===== src/rtl/signed_alu_pipe.sv =====
// rtl/signed_alu_pipe.sv - signed ALU with valid/ready handshake and a multi-cycle restoring divider
module signed_alu_pipe #(
  parameter int WIDTH = 16,
  parameter int SHW   = $clog2(WIDTH)
) (
  input  logic             clk,
  input  logic             rst,
  input  logic             in_valid,
  output logic             in_ready,
  input  logic [WIDTH-1:0] A,
  input  logic [WIDTH-1:0] B,
  input  logic [3:0]       ALU_FUN,
  output logic             out_valid,
  input  logic             out_ready,
  output logic [WIDTH-1:0] ALU_Out,
  output logic             Arith_Flag,
  output logic             Logic_Flag,
  output logic             CMP_Flag,
  output logic             Shift_Flag,
  output logic             Ovf_Flag,
  output logic             Div0_Flag
);

  localparam int CW = $clog2(WIDTH + 1);

  typedef enum logic [1:0] {IDLE, DIV, DONE} state_t;

  state_t           state_q, state_d;
  logic             out_valid_q, out_valid_d;
  logic [WIDTH-1:0] alu_out_q, alu_out_d;
  logic [3:0]       unit_q, unit_d;
  logic             ovf_q, ovf_d;
  logic             div0_q, div0_d;
  logic [WIDTH-1:0] rem_q, rem_d;
  logic [WIDTH-1:0] quo_q, quo_d;
  logic [WIDTH-1:0] dvs_q, dvs_d;
  logic             neg_q, neg_d;
  logic [CW-1:0]    cnt_q, cnt_d;

  logic [WIDTH:0]           sum_x, dif_x;
  logic signed [2*WIDTH-1:0] prod;
  logic [SHW-1:0]           shamt;
  logic [WIDTH-1:0]         op_res, abs_a, abs_b;
  logic                     op_ovf;
  logic [WIDTH:0]           rem_sh, trial;
  logic                     accept, is_div, div0;

  always_comb begin : alu_comb
    sum_x  = {A[WIDTH-1], A} + {B[WIDTH-1], B};
    dif_x  = {A[WIDTH-1], A} - {B[WIDTH-1], B};
    prod   = $signed({{WIDTH{A[WIDTH-1]}}, A}) * $signed({{WIDTH{B[WIDTH-1]}}, B});
    shamt  = B[SHW-1:0];
    abs_a  = A[WIDTH-1] ? -A : A;
    abs_b  = B[WIDTH-1] ? -B : B;
    op_res = '0;
    op_ovf = 1'b0;
    case (ALU_FUN)
      4'h0: begin op_res = sum_x[WIDTH-1:0]; op_ovf = sum_x[WIDTH] ^ sum_x[WIDTH-1]; end
      4'h1: begin op_res = dif_x[WIDTH-1:0]; op_ovf = dif_x[WIDTH] ^ dif_x[WIDTH-1]; end
      4'h2: begin
        op_res = prod[WIDTH-1:0];
        op_ovf = (prod != {{WIDTH{prod[WIDTH-1]}}, prod[WIDTH-1:0]});
      end
      4'h3: op_res = '0;
      4'h4: op_res = A & B;
      4'h5: op_res = A | B;
      4'h6: op_res = ~(A & B);
      4'h7: op_res = ~(A | B);
      4'h8: op_res = {{(WIDTH-1){1'b0}}, (A == B)};
      4'h9: op_res = {{(WIDTH-1){1'b0}}, ($signed(A) > $signed(B))};
      4'hA: op_res = {{(WIDTH-1){1'b0}}, ($signed(A) < $signed(B))};
      4'hB: op_res = {{(WIDTH-1){1'b0}}, (A != B)};
      4'hC, 4'hE: op_res = A << shamt;
      4'hD: op_res = A >> shamt;
      default: op_res = $signed(A) >>> shamt;
    endcase
  end

  // Remainder/quotient pair shifts left as one register; the dividend MSB feeds the remainder.
  always_comb begin : div_step
    rem_sh = {rem_q, quo_q[WIDTH-1]};
    trial  = rem_sh - {1'b0, dvs_q};
  end

  always_comb begin : fsm_comb
    state_d     = state_q;
    out_valid_d = out_valid_q && !out_ready;
    alu_out_d   = alu_out_q;
    unit_d      = unit_q;
    ovf_d       = ovf_q;
    div0_d      = div0_q;
    rem_d       = rem_q;
    quo_d       = quo_q;
    dvs_d       = dvs_q;
    neg_d       = neg_q;
    cnt_d       = cnt_q;
    in_ready    = (state_q == IDLE) && (!out_valid_q || out_ready) && !rst;
    accept      = in_valid && in_ready;
    is_div      = (ALU_FUN == 4'h3);
    div0        = is_div && (B == '0);
    case (state_q)
      IDLE: begin
        if (accept) begin
          if (is_div && !div0) begin
            state_d = DIV;
            rem_d   = '0;
            quo_d   = abs_a;
            dvs_d   = abs_b;
            neg_d   = A[WIDTH-1] ^ B[WIDTH-1];
            cnt_d   = '0;
          end else begin
            out_valid_d = 1'b1;
            alu_out_d   = op_res;
            unit_d      = 4'b1000 >> ALU_FUN[3:2];
            ovf_d       = op_ovf;
            div0_d      = div0;
          end
        end
      end
      DIV: begin
        rem_d = trial[WIDTH] ? rem_sh[WIDTH-1:0] : trial[WIDTH-1:0];
        quo_d = {quo_q[WIDTH-2:0], ~trial[WIDTH]};
        cnt_d = cnt_q + CW'(1);
        if (cnt_q == CW'(WIDTH - 1)) state_d = DONE;
      end
      DONE: begin
        // Only MIN / -1 yields a positive magnitude of 2^(WIDTH-1).
        out_valid_d = 1'b1;
        alu_out_d   = neg_q ? -quo_q : quo_q;
        unit_d      = 4'b1000;
        ovf_d       = !neg_q && quo_q[WIDTH-1];
        div0_d      = 1'b0;
        state_d     = IDLE;
      end
      default: state_d = IDLE;
    endcase
  end

  always_ff @(posedge clk) begin
    if (rst) begin
      state_q     <= IDLE;
      out_valid_q <= 1'b0;
      alu_out_q   <= '0;
      unit_q      <= '0;
      ovf_q       <= 1'b0;
      div0_q      <= 1'b0;
      rem_q       <= '0;
      quo_q       <= '0;
      dvs_q       <= '0;
      neg_q       <= 1'b0;
      cnt_q       <= '0;
    end else begin
      state_q     <= state_d;
      out_valid_q <= out_valid_d;
      alu_out_q   <= alu_out_d;
      unit_q      <= unit_d;
      ovf_q       <= ovf_d;
      div0_q      <= div0_d;
      rem_q       <= rem_d;
      quo_q       <= quo_d;
      dvs_q       <= dvs_d;
      neg_q       <= neg_d;
      cnt_q       <= cnt_d;
    end
  end

  assign out_valid  = out_valid_q;
  assign ALU_Out    = alu_out_q;
  assign Arith_Flag = unit_q[3];
  assign Logic_Flag = unit_q[2];
  assign CMP_Flag   = unit_q[1];
  assign Shift_Flag = unit_q[0];
  assign Ovf_Flag   = ovf_q;
  assign Div0_Flag  = div0_q;

endmodule


===== config.mk =====
export PLATFORM = sky130hd
export DESIGN_NAME = signed_alu_pipe
export DESIGN_NICKNAME = d
export VERILOG_FILES = /design/src/rtl/signed_alu_pipe.sv
export SDC_FILE = /design/constraint.sdc
export NUM_CORES = 1
export LEC_CHECK = 0
export ABC_AREA = 1
export BUFFER_PORTS_ARGS = -buffer_cell sky130_fd_sc_hd__buf_2
export CAP_MARGIN = 5
export CORE_MARGIN = 2
export CORE_UTILIZATION = 51
export DETAILED_ROUTE_END_ITERATION = 8
export PLACE_DENSITY = 0.67
export SYNTH_ARGS = -nofsm -noshare
export SYNTH_HDL_FRONTEND = slang
export SYNTH_SLANG_ARGS = --single-unit

===== constraint.sdc =====
create_clock -name clk -period 7.9 [get_ports clk]
set_input_delay 0.395 -clock clk [delete_from_list [all_inputs] [get_ports clk]]
set_output_delay 0.395 -clock clk [all_outputs]
set_load 0.1 [all_outputs]

==> results.py, run 1 <==
metrics = {
    "final_layout": {
        "fill_cells": 3960,
        "final_cell_area_mm2": 0.0208,
        "drive_gt1_share_pct": 5.87,
        "final_cells": 3447,
        "antennaDiodeCount": 0,
        "nNetsFinal": 3383,
        "area_growth_pct": 4.71,
    },
    "cts": {
        "clk_path_buf_depth": 2,
        "hold_buffers": 0,
        "insertion_delay_ns": 0.36,
        "cts-root-buf": "clkbuf_16",
        "cts_tree": "done",
        "cts_setup_buffers": 0,
        "clk_pin_slew_worst_paths_ns": 0.06,
        "cts_resized": 0,
        "h-tree-depth": 3,
        "numCtsBuffers": 9,
        "clock-sinks": 79,
    },
    "run_status": {
        "status": "completed",
    },
    "synthesis": {
        "ys.flop_type": "dfxtp_1",
        "synth.most_common_cell": "nand2_1",
        "synth_edf_count": 0,
        "syn_avg_cell_area_um2": 6.74,
        "yosysWarnings": 0,
        "synth_area_mm2": 0.0198,
        "synth_area_leaders": "fa_1 (27%), nand2_1 (14%), inv_1 (12%)",
        "netlist_instances": 2940,
        "synth_seq_cells": 79,
        "async_flop_share_pct": 0,
        "synth.top_cell.area_share_pct": 26.8,
        "yosysSeqAreaShare_pct": 7.98,
        "synth.cells.most_frequent": "nand2_1 (761), inv_1 (612), fa_1 (265)",
        "synth_top_area_cell": "fa_1",
        "syn_nets": 3398,
        "synth_cell_types": 65,
    },
    "setup_path": {
        "rr_startpoint": "quo_q[15]$_SDFFE_PP0P_",
        "cp_data_required_time_ns": 8.14,
        "critical_path_class": "in -> reg",
        "r2r_cells": 14,
        "endpoint": "Ovf_Flag$_SDFFE_PP0P_",
        "cp_common_cell": "nand2_1",
        "worst-path-max-fanout": 17,
        "cp_slowest_cell": "fa_1",
        "setup.worst_path.end_class": "flop",
        "start_kind": "input port",
        "cp_slowest_stage_delay_ns": 0.63,
        "cp-startpoint": "B[2]",
        "timing.rr.end": "rem_q[4]$_SDFFE_PP0P_",
        "arrival_ns": 7.15,
        "ff2ff_setup_slack_ns": 4.64,
    },
    "hold_path": {
        "hold_path.class": "in -> reg",
    },
    "floorplan": {
        "pin_count": 64,
        "rows": 72,
        "die_h_um": 201,
        "core_mm2": 0.0385,
        "die_w_um": 201,
        "die-area_mm2": 0.0405,
        "initial_core_util_pct": 51.5,
    },
    "placed_design": {
        "dp.cells": 3432,
        "dp_hpwl_mm": 61.9,
        "gp_congestion": 1.06,
        "port_buffers": 63,
        "dpl_cell_area_mm2": 0.0205,
    },
    "global_route": {
        "antenna_found_initial": 2,
        "grt.total_usage_pct": 38.5,
        "grt_start_max_net_pins": 47,
        "gr-total-overflow": 0,
        "grt_pass1_wl_mm": 119,
        "grt_pass1_vias": 19900,
    },
    "route": {
        "vias": 19900,
        "ant_nets": 0,
        "viasPerCell": 5.76,
        "drc": 0,
        "first_iter_violations": 1954,
        "wl_per_cell_um": 22.2,
        "drtPass1Iterations": 6,
        "wirelength_mm": 76.5,
    },
    "sta": {
        "tns_ns": 0,
        "rsz0062_at_grt": "false",
        "maxSlewViolCount": 0,
        "min_period_over_period_pct": 87.4,
        "hold_viol": 0,
        "period_needed_ns": 6.91,
        "skew_ns": 0.00917,
        "slew_headroom_pct": 20.8,
        "setup_viol": 0,
        "max_freq_mhz": 145,
        "tightest_slew_ns": 1.19,
    },
    "run": {
        "cap_violations": 0,
    },
}
-- sequential cells by signal, indices dropped and copies added (netlist names) --
register,count
rem_q,16
out_valid,1
state_q,2
dvs_q,16
cnt_q,5
unit_q,4
neg_q,1
Ovf_Flag,1
Div0_Flag,1
ALU_Out,16
quo_q,16
-- layer usage --
layer  global-route usage [%]  wire length (um)  part of all wire, %  up-vias
met5                        0                27                0.035        -
met1                     52.3             31500                   41     9609
met4                     16.1              3650                  4.8        4
met3                     6.48              6980                  9.1      186
li1                         -                 -                    -     9115
met2                     61.0             34300                   45      956
-- layout make-up --
| type | count | area, um^2 | area share [%] |
|---|---|---|---|
| Inverter | 626 | 2360 | 11.4 |
| Timing Repair Buffer | 93 | 553 | 2.66 |
| Tap cell | 518 | 648 | 3.12 |
| Sequential cell | 79 | 1580 | 7.62 |
| Clock inverter | 6 | 61.3 | 0.295 |
| Clock buffer | 9 | 225 | 1.09 |
| Multi-Input combinational cell | 2116 | 15300 | 73.8 |
-- metrics by stage --
step	util (%)	setup slack, ns	hold WS [ns]
floorplan	-	1.47	0.433
global placement	53.2	0.797	0.456
detailed placement	53.2	0.732	0.462
CTS	54.0	1.07	0.408
global route	54.0	0.703	0.470
finish	54.0	0.991	0.414
-- layout by cell type, fill, tap and decap left out, drive strengths merged, types with 10 or more instances in the layout --
cell	n
buf	93
nand3	133
xor2	36
a21oi	179
o21ai	196
o22ai	12
o211ai	12
a221oi	10
nor3	27
dfxtp	79
nor2	155
nand4	26
nor4	12
or2	11
inv	621
xnor2	17
a31oi	35
nand2	780
fa	265
ha	153
-- logic make-up after synthesis --
family                     after synthesis  synth area share (%)
AOI/OAI and AO/OA                      490                  14.1
muxes                                    3                 0.152
adders and majority gates              418                  36.4
buffers and inverters                  745                  14.7
DFF                                     79                  7.98
xor gates and xnor gates                53                  2.34
and+or+nand+nor                       1152                  24.3
-- worst max-delay path: cells and delay by family --
kind	cells	cell delay, ns
simple gates	16	2.01
fa+ha+maj	7	3.64
compound gates	1	0.06
buf+inv	6	1.02
-- worst min-delay path by stage --
stage          depth (start not counted)  slack (ns)                endpoint              startpoint
5_1_grt                                4        0.47    out_valid$_SDFF_PP0_               out_ready
3_3_place_gp                           2        0.46  rem_q[14]$_SDFFE_PP0P_  rem_q[14]$_SDFFE_PP0P_
3_5_place_dp                           2        0.46  Div0_Flag$_SDFFE_PP0P_  Div0_Flag$_SDFFE_PP0P_
6_report                               4        0.41    out_valid$_SDFF_PP0_               out_ready
4_1_cts                                4        0.41    out_valid$_SDFF_PP0_               out_ready
2_1_floorplan                          2        0.43   dvs_q[2]$_SDFFE_PP0P_   dvs_q[2]$_SDFFE_PP0P_
Power of run 1 is left out: the tool's default activity adds up to more than one toggle a clock period on the data nets, which glitch-free logic cannot reach.
==> run 2, diff against run 1 <==
--- a/config.mk
+++ b/config.mk
@@ -8,10 +8,12 @@
 export ABC_AREA = 1
 export BUFFER_PORTS_ARGS = -buffer_cell sky130_fd_sc_hd__buf_2
 export CAP_MARGIN = 5
+export CELL_PAD_IN_SITES_DETAIL_PLACEMENT = 0
+export CELL_PAD_IN_SITES_GLOBAL_PLACEMENT = 1
 export CORE_MARGIN = 2
-export CORE_UTILIZATION = 51
+export CORE_UTILIZATION = 48
 export DETAILED_ROUTE_END_ITERATION = 8
-export PLACE_DENSITY = 0.67
+export PLACE_DENSITY_LB_ADDON = 0.1
 export SYNTH_ARGS = -nofsm -noshare
 export SYNTH_HDL_FRONTEND = slang
 export SYNTH_SLANG_ARGS = --single-unit
==> results.py, run 2 (synthesis results as in run 1) <==
metrics = {
    "run_status": {
        "status": "completed",
    },
    "sta": {
        "hold_viol": 0,
        "tns_ns": 0,
        "setup_viol": 0,
        "skew_ns": 0.0114,
        "period_needed_ns": 6.71,
        "min_period_over_period_pct": 84.9,
        "max_freq_mhz": 149,
        "maxSlewViolCount": 0,
        "slew_headroom_pct": 21.8,
        "tightest_slew_ns": 1.17,
        "rsz0062_at_grt": "false",
    },
    "setup_path": {
        "endpoint": "Ovf_Flag$_SDFFE_PP0P_",
        "cp.depth": 31,
        "cp-startpoint": "B[1]",
        "cp_slowest_cell": "fa_1",
        "start_kind": "input port",
        "cp_slowest_stage_delay_ns": 0.62,
        "critical_path_class": "in -> reg",
        "rr_startpoint": "quo_q[15]$_SDFFE_PP0P_",
        "critPathBufInv": 7,
        "timing.rr.end": "rem_q[6]$_SDFFE_PP0P_",
        "r2r_cells": 14,
        "cp_data_required_time_ns": 8.15,
        "cp_common_cell": "nand2_1",
        "worst-path-max-fanout": 17,
        "ff2ff_setup_slack_ns": 4.63,
        "path_delay_family": "adder cells",
        "setup.worst_path.end_class": "flop",
        "arrival_ns": 6.96,
    },
    "final_layout": {
        "area_growth_pct": 5.13,
        "seqCellArea_mm2": 0.00158,
        "multi_input_area_mm2": 0.0153,
        "layout.cells.most_common": "nand2_1",
        "nNetsFinal": 3388,
        "drive_gt1_share_pct": 6.06,
        "fill_cells": 4240,
        "layout_common_cells": "nand2_1 (761), inv_1 (612), fa_1 (265)",
    },
    "global_route": {
        "grt_pass1_wl_mm": 114,
        "grt_start_max_net_pins": 47,
        "grt_pass1_vias": 19200,
        "grt.total_usage_pct": 34.5,
        "antenna_found_initial": 5,
        "gr-total-overflow": 0,
    },
    "route": {
        "ant_nets": 0,
        "first_iter_violations": 1799,
        "viasPerCell": 5.59,
        "drc": 0,
        "drtPass1Iterations": 6,
        "wirelength_mm": 73.5,
        "vias": 19400,
        "wl_per_cell_um": 21.2,
    },
    "placed_design": {
        "gp_congestion": 1.03,
        "port_buffers": 63,
        "dp_hpwl_mm": 60.1,
    },
    "cts": {
        "cts_setup_buffers": 0,
        "clk_pin_slew_worst_paths_ns": 0.07,
        "h-tree-depth": 3,
        "cts_tree": "done",
        "clock-sinks": 79,
        "cts_resized": 0,
        "cts-root-buf": "clkbuf_16",
        "clk_path_buf_depth": 2,
        "insertion_delay_ns": 0.37,
        "numCtsBuffers": 9,
        "hold_buffers": 0,
    },
    "run": {
        "cap_violations": 0,
    },
    "hold_path": {
        "hold_path.class": "in -> reg",
    },
    "floorplan": {
        "core_mm2": 0.0408,
        "initial_core_util_pct": 48.5,
        "die-area_mm2": 0.0429,
        "pin_count": 64,
        "die_h_um": 207,
        "die_w_um": 207,
        "rows": 74,
    },
}
-- run 2: area by class of cell --
type	instances	share of cell area, %
Multi-Input combinational cell	2116	73.5
Sequential cell	79	7.59
Antenna cell	2	0.0240
Clock buffer	9	1.08
Inverter	626	11.3
Timing Repair Buffer	98	2.77
Tap cell	532	3.19
Clock inverter	7	0.468
-- run 2: worst register-to-register path: stages (launching register included) --
cell and delay (ns):
dfxtp_1 0.42, inv_1 0.12, ha_1 0.25, fa_1 0.42, o21ai_1 0.24, nand2_1 0.08
nand2_1 0.07, a21oi_1 0.12, o21ai_2 0.20, nand3_1 0.11, nand3_1 0.10, nand2_2 0.32
inv_1 0.41, nand2_1 0.10, a32o_1 0.23
-- run 2: metrics by stage --
stage / utilization (%) / area (um^2) / hold slack [ns] / instances / setup WS (ns)
after floorplan: - / 19800 / 0.433 / 2940 / 1.47
after global placement: 50.2 / 20500 / 0.446 / 3451 / 0.940
after detailed placement: 50.2 / 20500 / 0.459 / 3451 / 0.828
after CTS: 51.0 / 20800 / 0.412 / 3467 / 1.19
after global routing: 51.0 / 20800 / 0.441 / 3467 / 0.667
final: 51.0 / 20800 / 0.424 / 3469 / 1.19
-- run 2: layer usage --
metal,global-route usage [%],routed length (um)
met3,5.49,6210
met5,0,58
met4,14.8,3410
met1,47.1,31000
met2,54.4,32800
-- run 2: worst min-delay path by stage --
| stage | startpoint | to | slack, ns | cells past startpoint |
|---|---|---|---|---|
| floorplan | dvs_q[2]$_SDFFE_PP0P_ | dvs_q[2]$_SDFFE_PP0P_ | 0.43 | 2 |
| global placement | Div0_Flag$_SDFFE_PP0P_ | Div0_Flag$_SDFFE_PP0P_ | 0.45 | 2 |
| detailed placement | Div0_Flag$_SDFFE_PP0P_ | Div0_Flag$_SDFFE_PP0P_ | 0.46 | 2 |
| CTS | out_ready | out_valid$_SDFF_PP0_ | 0.41 | 4 |
| global route | out_ready | out_valid$_SDFF_PP0_ | 0.44 | 4 |
| finish | out_ready | out_valid$_SDFF_PP0_ | 0.42 | 4 |
Power of run 2 is left out for the same reason.
